==> src/rtl/pipeline_sequencer_if.sv <==
// rtl/pipeline_sequencer_if.sv - hazard/syscall requests in, pipeline register controls out
interface pipeline_sequencer_if;
  logic halt_req;
  logic pause_req;
  logic load_use;
  logic branch_taken;
  logic pc_en;
  logic if_id_en;
  logic id_exe_en;
  logic exe_mem_en;
  logic mem_wb_en;
  logic if_id_clr;
  logic id_exe_clr;

  modport master (
    input  halt_req, pause_req, load_use, branch_taken,
    output pc_en, if_id_en, id_exe_en, exe_mem_en, mem_wb_en, if_id_clr, id_exe_clr
  );

  modport slave (
    output halt_req, pause_req, load_use, branch_taken,
    input  pc_en, if_id_en, id_exe_en, exe_mem_en, mem_wb_en, if_id_clr, id_exe_clr
  );
endinterface

==> src/rtl/pipeline_sequencer.sv <==
// rtl/pipeline_sequencer.sv - run/step/pause/halt sequencer driving pipeline register enables
module pipeline_sequencer #(
  parameter int CNT_W = 32
) (
  input  logic             clk,
  input  logic             rst,
  input  logic             run_btn,
  input  logic             step_btn,
  pipeline_sequencer_if.master ctl,
  output logic [2:0]       state,
  output logic [CNT_W-1:0] cycle_cnt,
  output logic [CNT_W-1:0] stall_cnt,
  output logic [CNT_W-1:0] flush_cnt
);

  localparam logic [2:0] S_IDLE   = 3'b000;
  localparam logic [2:0] S_RUN    = 3'b001;
  localparam logic [2:0] S_STEP   = 3'b010;
  localparam logic [2:0] S_PAUSED = 3'b011;
  localparam logic [2:0] S_HALTED = 3'b100;

  logic [2:0]       state_q, state_d;
  logic             run_q, run_d;
  logic             step_q, step_d;
  logic             armed_q, armed_d;
  logic             resume_q, resume_d;
  logic [CNT_W-1:0] cycle_q, cycle_d;
  logic [CNT_W-1:0] stall_q, stall_d;
  logic [CNT_W-1:0] flush_q, flush_d;

  logic run_edge, step_edge, in_exec, pause_hon, active, stall_hit, flush_hit;
  logic [4:0] en;
  logic [1:0] clr;

  function automatic logic [CNT_W-1:0] sat_inc(input logic [CNT_W-1:0] v, input logic inc);
    return (inc && (v != {CNT_W{1'b1}})) ? v + CNT_W'(1) : v;
  endfunction

  always_comb begin
    // armed_q masks the first post-reset cycle so a button held through reset is not an edge
    run_edge  = armed_q & run_btn & ~run_q;
    step_edge = armed_q & step_btn & ~step_q;
    in_exec   = (state_q == S_RUN) || (state_q == S_STEP);
    pause_hon = ctl.pause_req & ~resume_q;
    active    = ~rst & in_exec & ~ctl.halt_req & ~pause_hon;
    stall_hit = active & ctl.load_use & ~ctl.branch_taken;
    flush_hit = active & ctl.branch_taken;

    en  = 5'b00000;
    clr = 2'b00;
    if (flush_hit) begin
      en  = 5'b11111;
      clr = 2'b11;
    end else if (stall_hit) begin
      en  = 5'b00111;
      clr = 2'b01;
    end else if (active) begin
      en  = 5'b11111;
    end

    state_d = state_q;
    case (state_q)
      S_IDLE, S_PAUSED: begin
        if (run_edge)       state_d = S_RUN;
        else if (step_edge) state_d = S_STEP;
      end
      S_RUN: begin
        if (ctl.halt_req)   state_d = S_HALTED;
        else if (pause_hon) state_d = S_PAUSED;
      end
      S_STEP: begin
        if (ctl.halt_req)   state_d = S_HALTED;
        else                state_d = S_PAUSED;
      end
      S_HALTED:             state_d = S_HALTED;
      default:              state_d = S_IDLE;
    endcase

    resume_d = (state_q == S_PAUSED) && ((state_d == S_RUN) || (state_d == S_STEP));
    run_d    = run_btn;
    step_d   = step_btn;
    armed_d  = 1'b1;
    cycle_d  = sat_inc(cycle_q, active);
    stall_d  = sat_inc(stall_q, stall_hit);
    flush_d  = sat_inc(flush_q, flush_hit);
  end

  always_ff @(posedge clk) begin
    if (rst) begin
      state_q  <= S_IDLE;
      run_q    <= 1'b0;
      step_q   <= 1'b0;
      armed_q  <= 1'b0;
      resume_q <= 1'b0;
      cycle_q  <= '0;
      stall_q  <= '0;
      flush_q  <= '0;
    end else begin
      state_q  <= state_d;
      run_q    <= run_d;
      step_q   <= step_d;
      armed_q  <= armed_d;
      resume_q <= resume_d;
      cycle_q  <= cycle_d;
      stall_q  <= stall_d;
      flush_q  <= flush_d;
    end
  end

  assign ctl.pc_en      = en[4];
  assign ctl.if_id_en   = en[3];
  assign ctl.id_exe_en  = en[2];
  assign ctl.exe_mem_en = en[1];
  assign ctl.mem_wb_en  = en[0];
  assign ctl.if_id_clr  = clr[1];
  assign ctl.id_exe_clr = clr[0];
  assign state          = state_q;
  assign cycle_cnt      = cycle_q;
  assign stall_cnt      = stall_q;
  assign flush_cnt      = flush_q;

endmodule

==> src/flat_wrapper.sv <==
// flat-port wrapper written by rule: the top's interface ports become plain ports
module pipeline_sequencer_flat 
#(
  parameter int CNT_W = 32
)
  (clk, rst, run_btn, step_btn, state, cycle_cnt, stall_cnt, flush_cnt, ctl_halt_req, ctl_pause_req, ctl_load_use, ctl_branch_taken, ctl_pc_en, ctl_if_id_en, ctl_id_exe_en, ctl_exe_mem_en, ctl_mem_wb_en, ctl_if_id_clr, ctl_id_exe_clr);
  pipeline_sequencer_if ctl_i ();
  input  logic clk;
  input  logic rst;
  input  logic run_btn;
  input  logic step_btn;
  output logic [2:0] state;
  output logic [CNT_W-1:0] cycle_cnt;
  output logic [CNT_W-1:0] stall_cnt;
  output logic [CNT_W-1:0] flush_cnt;
  input wire logic [$bits(ctl_i.halt_req)-1:0] ctl_halt_req;
  input wire logic [$bits(ctl_i.pause_req)-1:0] ctl_pause_req;
  input wire logic [$bits(ctl_i.load_use)-1:0] ctl_load_use;
  input wire logic [$bits(ctl_i.branch_taken)-1:0] ctl_branch_taken;
  output wire logic [$bits(ctl_i.pc_en)-1:0] ctl_pc_en;
  output wire logic [$bits(ctl_i.if_id_en)-1:0] ctl_if_id_en;
  output wire logic [$bits(ctl_i.id_exe_en)-1:0] ctl_id_exe_en;
  output wire logic [$bits(ctl_i.exe_mem_en)-1:0] ctl_exe_mem_en;
  output wire logic [$bits(ctl_i.mem_wb_en)-1:0] ctl_mem_wb_en;
  output wire logic [$bits(ctl_i.if_id_clr)-1:0] ctl_if_id_clr;
  output wire logic [$bits(ctl_i.id_exe_clr)-1:0] ctl_id_exe_clr;
  assign ctl_i.halt_req = ctl_halt_req;
  assign ctl_i.pause_req = ctl_pause_req;
  assign ctl_i.load_use = ctl_load_use;
  assign ctl_i.branch_taken = ctl_branch_taken;
  assign ctl_pc_en = ctl_i.pc_en;
  assign ctl_if_id_en = ctl_i.if_id_en;
  assign ctl_id_exe_en = ctl_i.id_exe_en;
  assign ctl_exe_mem_en = ctl_i.exe_mem_en;
  assign ctl_mem_wb_en = ctl_i.mem_wb_en;
  assign ctl_if_id_clr = ctl_i.if_id_clr;
  assign ctl_id_exe_clr = ctl_i.id_exe_clr;
  pipeline_sequencer #(.CNT_W(CNT_W)) u_core (.clk(clk), .rst(rst), .run_btn(run_btn), .step_btn(step_btn), .ctl(ctl_i), .state(state), .cycle_cnt(cycle_cnt), .stall_cnt(stall_cnt), .flush_cnt(flush_cnt));
endmodule
==> config.mk <==
export PLATFORM = sky130hd
export DESIGN_NAME = pipeline_sequencer_flat
export DESIGN_NICKNAME = d
export VERILOG_FILES = /design/src/rtl/pipeline_sequencer_if.sv /design/src/rtl/pipeline_sequencer.sv /design/src/flat_wrapper.sv
export SDC_FILE = /design/constraint.sdc
export NUM_CORES = 1
export LEC_CHECK = 0
export ABC_AREA = 1
export ABC_CLOCK_PERIOD_IN_PS = 2300
export CAP_MARGIN = 20
export CORE_MARGIN = 2
export CORE_UTILIZATION = 53
export CTS_CLUSTER_DIAMETER = 40
export DETAILED_ROUTE_END_ITERATION = 10
export GPL_ROUTABILITY_DRIVEN = 0
export GPL_TIMING_DRIVEN = 0
export PLACE_DENSITY = 0.91
export SLEW_MARGIN = 40
export SYNTH_ARGS = -nofsm -noshare
export SYNTH_HDL_FRONTEND = slang
export SYNTH_SLANG_ARGS = --single-unit
==> constraint.sdc <==
create_clock -name clk -period 2.3 [get_ports clk]
set_input_delay 0.345 -clock clk [delete_from_list [all_inputs] [get_ports clk]]
set_output_delay 0.345 -clock clk [all_outputs]
set_load 0.02 [all_outputs]
After elaboration in Yosys (flattened, before gate mapping)
Cells that the tools add are included.
{ "classes": {"addsub": 3, "n_eq_ne": 9, "muxes": 12, "bitwise": 18, "n_reduce_logical": 8} }
{ "op_table": {"columns": ["cell", "count"], "rows": [
  ["adder 32 x 1 -> 32 bit (second input constant)", 3],
  ["inequality test 32 bit (second input constant)", 3],
  ["two-way mux 3 bit", 5],
  ["two-way mux 5 bit", 3],
  ["case mux 3 bit (4 select lines)", 1],
  ["AND 1 bit", 11],
  ["== test 3 x 2 -> 1 bit (second input constant)", 3],
  ["inverter 1 bit", 7],
  ["== test 3 x 1 -> 1 bit (second input constant)", 2],
  ["logical AND 1 bit", 4],
  ["== test 3 bit (second input constant)", 1],
  ["zero test 3 bit", 1],
  ["logical OR 1 bit", 2],
  ["two-way mux 1 bit", 2],
  ["two-way mux 2 bit", 1],
  ["OR reduction 2 bit", 1]
]} }
{ "word_totals": {"ff_bits": 103, "inputBits": 8, "out_inout_bits": 106, "wordCells": 58} }

Depth between registers and ports, before layout
Gate-level depths: netlist (run 1).
{ "depth": {"ltp_word": 9, "depth_mapped": 11, "mapped_depth_nobuf": 11} }

Least setup slack after synthesis (run 1)
OpenSTA, ideal clock, no wires.
{ "synth_path": {"path_kind": "register to output", "start": "register u_core.state_q[2] (netlist: u_core.state[2])", "end": "output port ctl_pc_en", "arrival_time_ps": 1793, "required_time_ps": 1955, "slack_ps": 162, "stages_incl_launch_ff": 9, "path_cell_list": "dfxtp_1 inv_1 nand3_1 nand2_1 nand4_1 clkinv_1 buf_2 nor2_1 buf_4"} }
{ "synth_via": {"elab_chain_len": 9, "elab_cells_between_ends": 12, "cone_classes": "eq/ne: 2; mux: 3; bitwise: 6; reduce/logical: 1"} }
{ "synth_lines": {"columns": ["element", "line_no", "source"], "rows": [
  ["start: declaration", "pipeline_sequencer.sv:22", "logic [2:0] state_q, state_d;"],
  ["start signal: assignment", "pipeline_sequencer.sv:99", "state_q <= state_d;"],
  ["== test 3 x 1 -> 1 bit or == test 3 x 2 -> 1 bit (tied branches)", "pipeline_sequencer.sv:43", "in_exec = (state_q == S_RUN) || (state_q == S_STEP);"],
  ["logical OR 1 bit *", "pipeline_sequencer.sv:43", null],
  ["AND 1 bit * (3 in a row)", "pipeline_sequencer.sv:45", "active = ~rst & in_exec & ~ctl.halt_req & ~pause_hon;"],
  ["AND 1 bit (2 in a row)", "pipeline_sequencer.sv:46", "stall_hit = active & ctl.load_use & ~ctl.branch_taken;"],
  ["two-way mux 5 bit", "pipeline_sequencer.sv:54", "end else if (stall_hit) begin"],
  ["two-way mux 5 bit *", "pipeline_sequencer.sv:51", "if (flush_hit) begin"],
  ["end: declaration", "flat_wrapper.sv:20", "output wire logic [$bits(ctl_i.pc_en)-1:0] ctl_pc_en;"]
]} }
Mark *: on every way between the ends. The rest lies on a longest branch, timed or not.

Worst setup path in the final report (run 1)
{ "layout_path": {"start": "register u_core.state_q[2] (netlist: u_core.state[2])", "end": "output port ctl_id_exe_en"} }
{ "layout_via": {"elab_chain_len": 9, "elab_cells_between_ends": 12, "cone_classes": "eq/ne: 2; mux: 3; bitwise: 6; reduce/logical: 1"} }
{ "layout_lines": {"columns": ["element", "line_no", "source"], "rows": [
  ["== test 3 x 1 -> 1 bit or == test 3 x 2 -> 1 bit (tied branches)", "pipeline_sequencer.sv:43", null],
  ["logical OR 1 bit *", "pipeline_sequencer.sv:43", null],
  ["AND 1 bit * (3 in a row)", "pipeline_sequencer.sv:45", null],
  ["AND 1 bit (2 in a row)", "pipeline_sequencer.sv:46", null],
  ["two-way mux 5 bit", "pipeline_sequencer.sv:54", null],
  ["two-way mux 5 bit *", "pipeline_sequencer.sv:51", null],
  ["end: declaration", "flat_wrapper.sv:22", "output wire logic [$bits(ctl_i.id_exe_en)-1:0] ctl_id_exe_en;"]
]} }
Marks and branches as above.

==> impl_metrics.tcl, run 1 <==
set metrics [dict create \
    drv_cap 0 \
    min_period_ns 2.17 \
    start_util_pct 54.1 \
    power-per-cell-area_nw_per_um2 426 \
    netlist_instances 1137 \
    post_drt_wl_per_cell_um 13.1 \
    crit_path_end_kind "output pin" \
    yosys-top-cells-area "dfxtp_1 30%, nand2_1 24%, nor2_1 11%" \
    floorplan.io_pins 114 \
    netlist-cell-type-count 29 \
    cp.required_ns 1.96 \
    diodes 0 \
    min_path_cells 2 \
    ir_worst_vdd_uv 403 \
    root_buffer "clkbuf_16" \
    grt_use_total_pct 26.9 \
    dr.pass1.iters 6 \
    reg2reg_to "u_core.cycle_cnt[23]" \
    reg2reg_depth 11 \
    rr_startpoint "u_core.cycle_cnt[0]" \
    die_area_sq_um 13800 \
    die_h_um 117 \
    clk_latency_ns 0.35 \
    hold_class "flip-flop to flip-flop" \
    max_slew.worst_pin.slew_ns 0.754 \
    clk_pin_slew_ns 0.07 \
    clock-sinks 103 \
    num_rows 41 \
    cts_buffer_depth 2 \
    postRouteAntennaNets 0 \
    synth_edf_count 0 \
    yosys.area.top_type_share_pct 30.2 \
    rsz0062_at_grt "no" \
    finalMaxSlewViolations 0 \
    port_buffers 113 \
    synth-seq-area-share_pct 30.2 \
    hold_viol_final 0 \
    syn_to_final_growth_pct 24.5 \
    synth_top_cell_by_area "dfxtp_1" \
    dieWidth_um 117 \
    ys.flop_type "dfxtp_1" \
    placed_area_sq_um 8170 \
    htreeDepth 3 \
    setup_viol 0 \
    dp_hpwl_um 14300 \
    final_nets 1275 \
    ys_warn_count 0 \
    crit_fanout 10 \
    fin_area_sq_um 8500 \
    hold_ws_ns 0.512 \
    via_count 7524 \
    drcViolationCount 0 \
    syn_area_sq_um 6830 \
    slew_headroom_pct 49.7 \
    worstPathArrival_ns 1.82 \
    startpoint_type "flip-flop" \
    synth_fp_nets 1148 \
    status "complete, no violations" \
    path_class "flip-flop to output pin" \
    grt_pass1_wl_um 31000 \
    power_leakage_nw 3.07 \
    skew_ns 0.00557 \
    grt_pass1_vias 6639 \
    avgSynthCellArea_sq_um 6.00 \
    min_to "u_core.flush_cnt[3]" \
    drive_gt1_share_pct 8.28 \
    rrSetupSlack_ns 0.20 \
    drt_iter0_markers 580 \
    antenna_found_initial 0 \
    fmax_mhz 461 \
    synth_seq_cells 103 \
    async_flop_share_pct 0 \
    period_share_pct 94.3 \
    routed_wl_um 18900 \
    core-area_sq_um 12600 \
    numCtsBuffers 9 \
    grt_max_degree 18 \
    overflow 0 \
    power_w 0.00362 \
    tritoncts "yes" \
    vias_per_cell 5.23 \
    min_from "u_core.flush_cnt[3]" \
]
## per-layer routing
| metal | vias to the layer above | part of all wire (%) | GRT usage [%] |
|---|---|---|---|
| met2 | 328 | 46 | 44.7 |
| met5 | - | 0 | 0 |
| li1 | 3764 | - | - |
| met3 | 65 | 7.6 | 4.17 |
| met4 | 0 | 3.4 | 12.6 |
| met1 | 3367 | 43 | 34.5 |
## where the power goes
part           switching (W)  internal [W]  total, W
Clock               0.000674      0.000897   0.00157
Combinational       0.000152     0.0000826  0.000235
Sequential         0.0000163       0.00180   0.00181
Total               0.000843       0.00277   0.00362
## through the flow
step | utilization (%) | setup WS [ns] | setup TNS, ns | cells
finish | 67.3 | 0.130 | 0 | 1440
global route | 67.3 | 0.00254 | 0 | 1440
CTS | 67.1 | 0.0432 | 0 | 1436
detailed placement | 64.8 | -0.630 | -2.00 | 1422
global placement | 64.8 | -0.622 | -1.80 | 1422
floorplan | - | 0.162 | 0 | 1137
## worst max-delay path by stage
stage,startpoint,to,slack (ns),cells past startpoint
3_3_place_gp,ctl_pause_req,ctl_pc_en,-0.62,10
2_1_floorplan,u_core.state[2],ctl_pc_en,0.16,8
5_1_grt,rst,ctl_id_exe_clr,0.003,7
3_5_place_dp,ctl_pause_req,ctl_pc_en,-0.63,10
4_1_cts,ctl_pause_req,ctl_if_id_en,0.04,8
6_report,u_core.state[2],ctl_id_exe_en,0.13,7
## placed cells by master, fill, tap and decap left out, types with 4 or more instances in the layout
cell / instances
nand2_1: 441
nor2_1: 202
clkdlybuf4s50_1: 106
dfxtp_1: 103
inv_1: 97
a21oi_1: 61
nand3_1: 58
xor2_1: 34
nand2_2: 22
a21oi_2: 20
nand4_1: 15
clkbuf_1: 11
xnor2_1: 11
o21ai_0: 10
buf_4: 9
clkbuf_16: 9
buf_6: 7
nor2_4: 6
nand2_4: 6
dlygate4sd2_1: 5
buf_2: 4
inv_2: 4
## layout make-up
cell class,count,area (sq um)
Multi-Input combinational cell,899,4130
Fill cell,1123,4120
Sequential cell,103,2060
Timing Repair Buffer,117,1150
Inverter,104,400
Clock buffer,12,256
Buffer,30,234
Tap cell,172,215
Clock inverter,3,42.5
## critical path: stages (launching register included)
cell           delay, ns
dfxtp_1             0.41
inv_1               0.12
nand3_1             0.11
nand2_1             0.11
nand2_2             0.18
inv_4               0.10
buf_4               0.14
dlygate4sd2_1       0.31
## state kept, by name, indices dropped and copies added (netlist names)
register	cells
u_core.armed_q	1
u_core.resume_q	1
u_core.cycle_cnt	32
u_core.stall_cnt	32
u_core.run_q	1
u_core.flush_cnt	32
u_core.step_q	1
u_core.state	3
## repair_timing
action                                  CTS  global route
gates resized for setup                  14             0
setup buffers                             0             4
hold buffers                              0             0
endpoints found under the setup margin    7             2
pin swaps                                 1             0
## logic make-up (layout without fill, tap and decap cells)
logic type / after synthesis / after routing / synth area share [%]
fa+ha+maj: 3 / 3 / 0.550
compound gates: 92 / 92 / 7.88
flops: 103 / 103 / 30.2
buf+inv: 135 / 266 / 9.26
simple gates: 759 / 759 / 46.3
xor+xnor: 45 / 45 / 5.77
## Yosys cell counts (6+ instances only)
library cell	number
nand3_1	58
clkbuf_1	10
nand2_1	441
buf_6	7
a21oi_2	20
nand4_1	15
xor2_1	34
xnor2_1	11
o21ai_0	10
nand2_4	6
nor2_4	6
a21oi_1	61
dfxtp_1	103
inv_1	97
nor2_1	203
nand2_2	22
(Power assumes the default switching activity.)
==> inputs of run 2 (changes only) <==
- ABC_CLOCK_PERIOD_IN_PS: 2300 -> 2550
- clock period: 2.3 -> 2.55 ns (I/O delays scaled with it)
==> run 2 against run 1 <==
Compared with the run above:
- sequential share of layout area grew 0.057 points
- setup slack worse by 0.045 ns
- largest cell class unchanged
- final cell count down 0.28%
- core utilization is 0.16 points lower
- via count shrank 0.43%
- design area decreased by 0.24%
- hold slack is essentially flat
- clock power shrank 9.6%
- wire length is essentially flat
- critical path depth up 2
==> impl_metrics.tcl, run 2 (same netlist as run 1, synthesis figures left out) <==
set metrics [dict create \
    status "complete, no violations" \
    hold_viol_final 0 \
    combPwrFrac_pct 6.5 \
    syn_to_final_growth_pct 24.2 \
    die_h_um 117 \
    crit_fanout 17 \
    grt_use_total_pct 27.0 \
    fillers 1123 \
    diodes 0 \
    critPathSlowestCell "clkdlybuf4s50_1" \
    floorplan.io_pins 114 \
    setup_viol 0 \
    p_clk_share_pct 43.5 \
    place_inst 1422 \
    cp_num_buf_inv 5 \
    grt_pass1_vias 6660 \
    critPathMaxStageDelay_ns 0.45 \
    crit_path_end_kind "output pin" \
    numCtsBuffers 9 \
    root_buffer "clkbuf_16" \
    post_cts_buffers 0 \
    grtUsageMet1_pct 34.4 \
    path_class "primary input to output pin" \
    cts_resized 3 \
    use_met2_pct 44.8 \
    setup_tns_ns 0 \
    overflow 0 \
    grt_max_degree 16 \
    drive_gt1_share_pct 7.91 \
    dp_hpwl_um 14300 \
    drv_cap 0 \
    min_period_ns 2.47 \
    num_rows 41 \
    path_cells "clkdlybuf4s50_1 > inv_2 > nand2_1 > nor2_2 > nand4_1 > inv_4 > nor2_1 > buf_4 > dlygate4sd2_1" \
    sw_frac_of_total_pct 23.3 \
    die_area_sq_um 13800 \
    setup_slack_ns 0.0847 \
    mostFrequentLayoutCells "441 x nand2_1, 202 x nor2_1, 106 x clkdlybuf4s50_1" \
    internal_power_w 0.00250 \
    drt_iter0_markers 503 \
    final_core_util_pct 67.2 \
    slew_headroom_pct 50.9 \
    seq_power_share_pct 50.1 \
    postRouteAntennaNets 0 \
    p_sw_w 0.000761 \
    vias_per_cell 5.22 \
    multi_input_area_sq_um 4130 \
    clk_latency_ns 0.35 \
    finalMaxSlewViolations 0 \
    ir_worst_vdd_uv 362 \
    start_util_pct 54.1 \
    final_common_cell "nand2_1" \
    clock-sinks 103 \
    power_leakage_nw 3.11 \
    drcViolationCount 0 \
    dr.pass1.iters 7 \
    period_share_pct 96.7 \
    layoutNonFillerInstCount 1436 \
    dieWidth_um 117 \
    met3_usage_pct 4.26 \
    core-area_sq_um 12600 \
    cp.required_ns 2.17 \
    dp_slack_ns -0.455 \
    cts_hold_buf 0 \
    htreeDepth 3 \
    power-per-cell-area_nw_per_um2 385 \
    antenna_found_initial 0 \
    rsz0062_at_grt "yes" \
    grt.busiest_layer "met2" \
    worstPathArrival_ns 2.08 \
    port_buffers 113 \
    fmax_mhz 406 \
    via_count 7492 \
    skew_ns 0.00621 \
    routed_wl_um 18900 \
    clk_pin_slew_ns 0.07 \
    final_nets 1271 \
    hold_class "flip-flop to flip-flop" \
    grt_pass1_wl_um 31100 \
    startpoint_type "primary input" \
    cts_buffer_depth 2 \
    max_slew.worst_pin.slew_ns 0.736 \
    register_area_sq_um 2060 \
    tritoncts "yes" \
    post_drt_wl_per_cell_um 13.2 \
    path_delay_family "buffers and inverters" \
]
run 2: final timing paths:
| check | to | slack [ns] | depth (start not counted) | from |
|---|---|---|---|---|
| min | u_core.flush_cnt[3] | 0.51 | 2 | u_core.flush_cnt[3] |
| max reg2reg | u_core.cycle_cnt[14] | 0.44 | 11 | u_core.cycle_cnt[0] |
| min reg2reg | u_core.flush_cnt[3] | 0.51 | 2 | u_core.flush_cnt[3] |
| max | ctl_pc_en | 0.08 | 9 | rst |
run 2: power by group through the flow:
| stage | registers [W] | logic [W] | clock network [W] |
|---|---|---|---|
| final | 0.00163 | 0.000211 | 0.00142 |
| after global routing | 0.00163 | 0.000230 | 0.00149 |
| after CTS | 0.00163 | 0.000211 | 0.00144 |
| after detailed placement | 0.00167 | 0.000211 | 0 |
| after global placement | 0.00167 | 0.000207 | 0 |
| after floorplan | 0.00168 | 0.000125 | 0 |
run 2: worst reg2reg max path: stages (launching register included):
cell and delay [ns]:
dfxtp_1 0.45, ha_1 0.36, inv_2 0.10, nor2_4 0.19
nand2_4 0.10, nor2_8 0.14, nand2_4 0.09, nand2_4 0.08
inv_2 0.09, buf_2 0.20, nand2_1 0.11, a21oi_2 0.05
run 2: cell type report:
cell class	instances	share of cell area, %
clock buffers	12	3.03
inverters	104	4.69
clock inverters	3	0.502
flip-flops and latches	103	24.3
repair buffers	113	13.4
plain buffers	30	2.76
multi-input cells	899	48.8
well taps	172	2.54
run 2: per-stage QoR:
stage / power (W) / hold WS (ns) / instance area (sq um)
2_1_floorplan: 0.00180 / 0.489 / 6830
3_3_place_gp: 0.00188 / 0.489 / 8170
3_5_place_dp: 0.00188 / 0.504 / 8170
4_1_cts: 0.00328 / 0.515 / 8470
5_1_grt: 0.00336 / 0.538 / 8480
6_report: 0.00326 / 0.512 / 8480
run 2: routing by layer:
layer | wire length [um] | part of all wire [%] | vias to the layer above
met5 | 0 | 0 | -
met4 | 636 | 3.4 | 0
met3 | 1490 | 7.9 | 64
met2 | 8740 | 46 | 333
met1 | 8060 | 43 | 3342
li1 | - | - | 3753
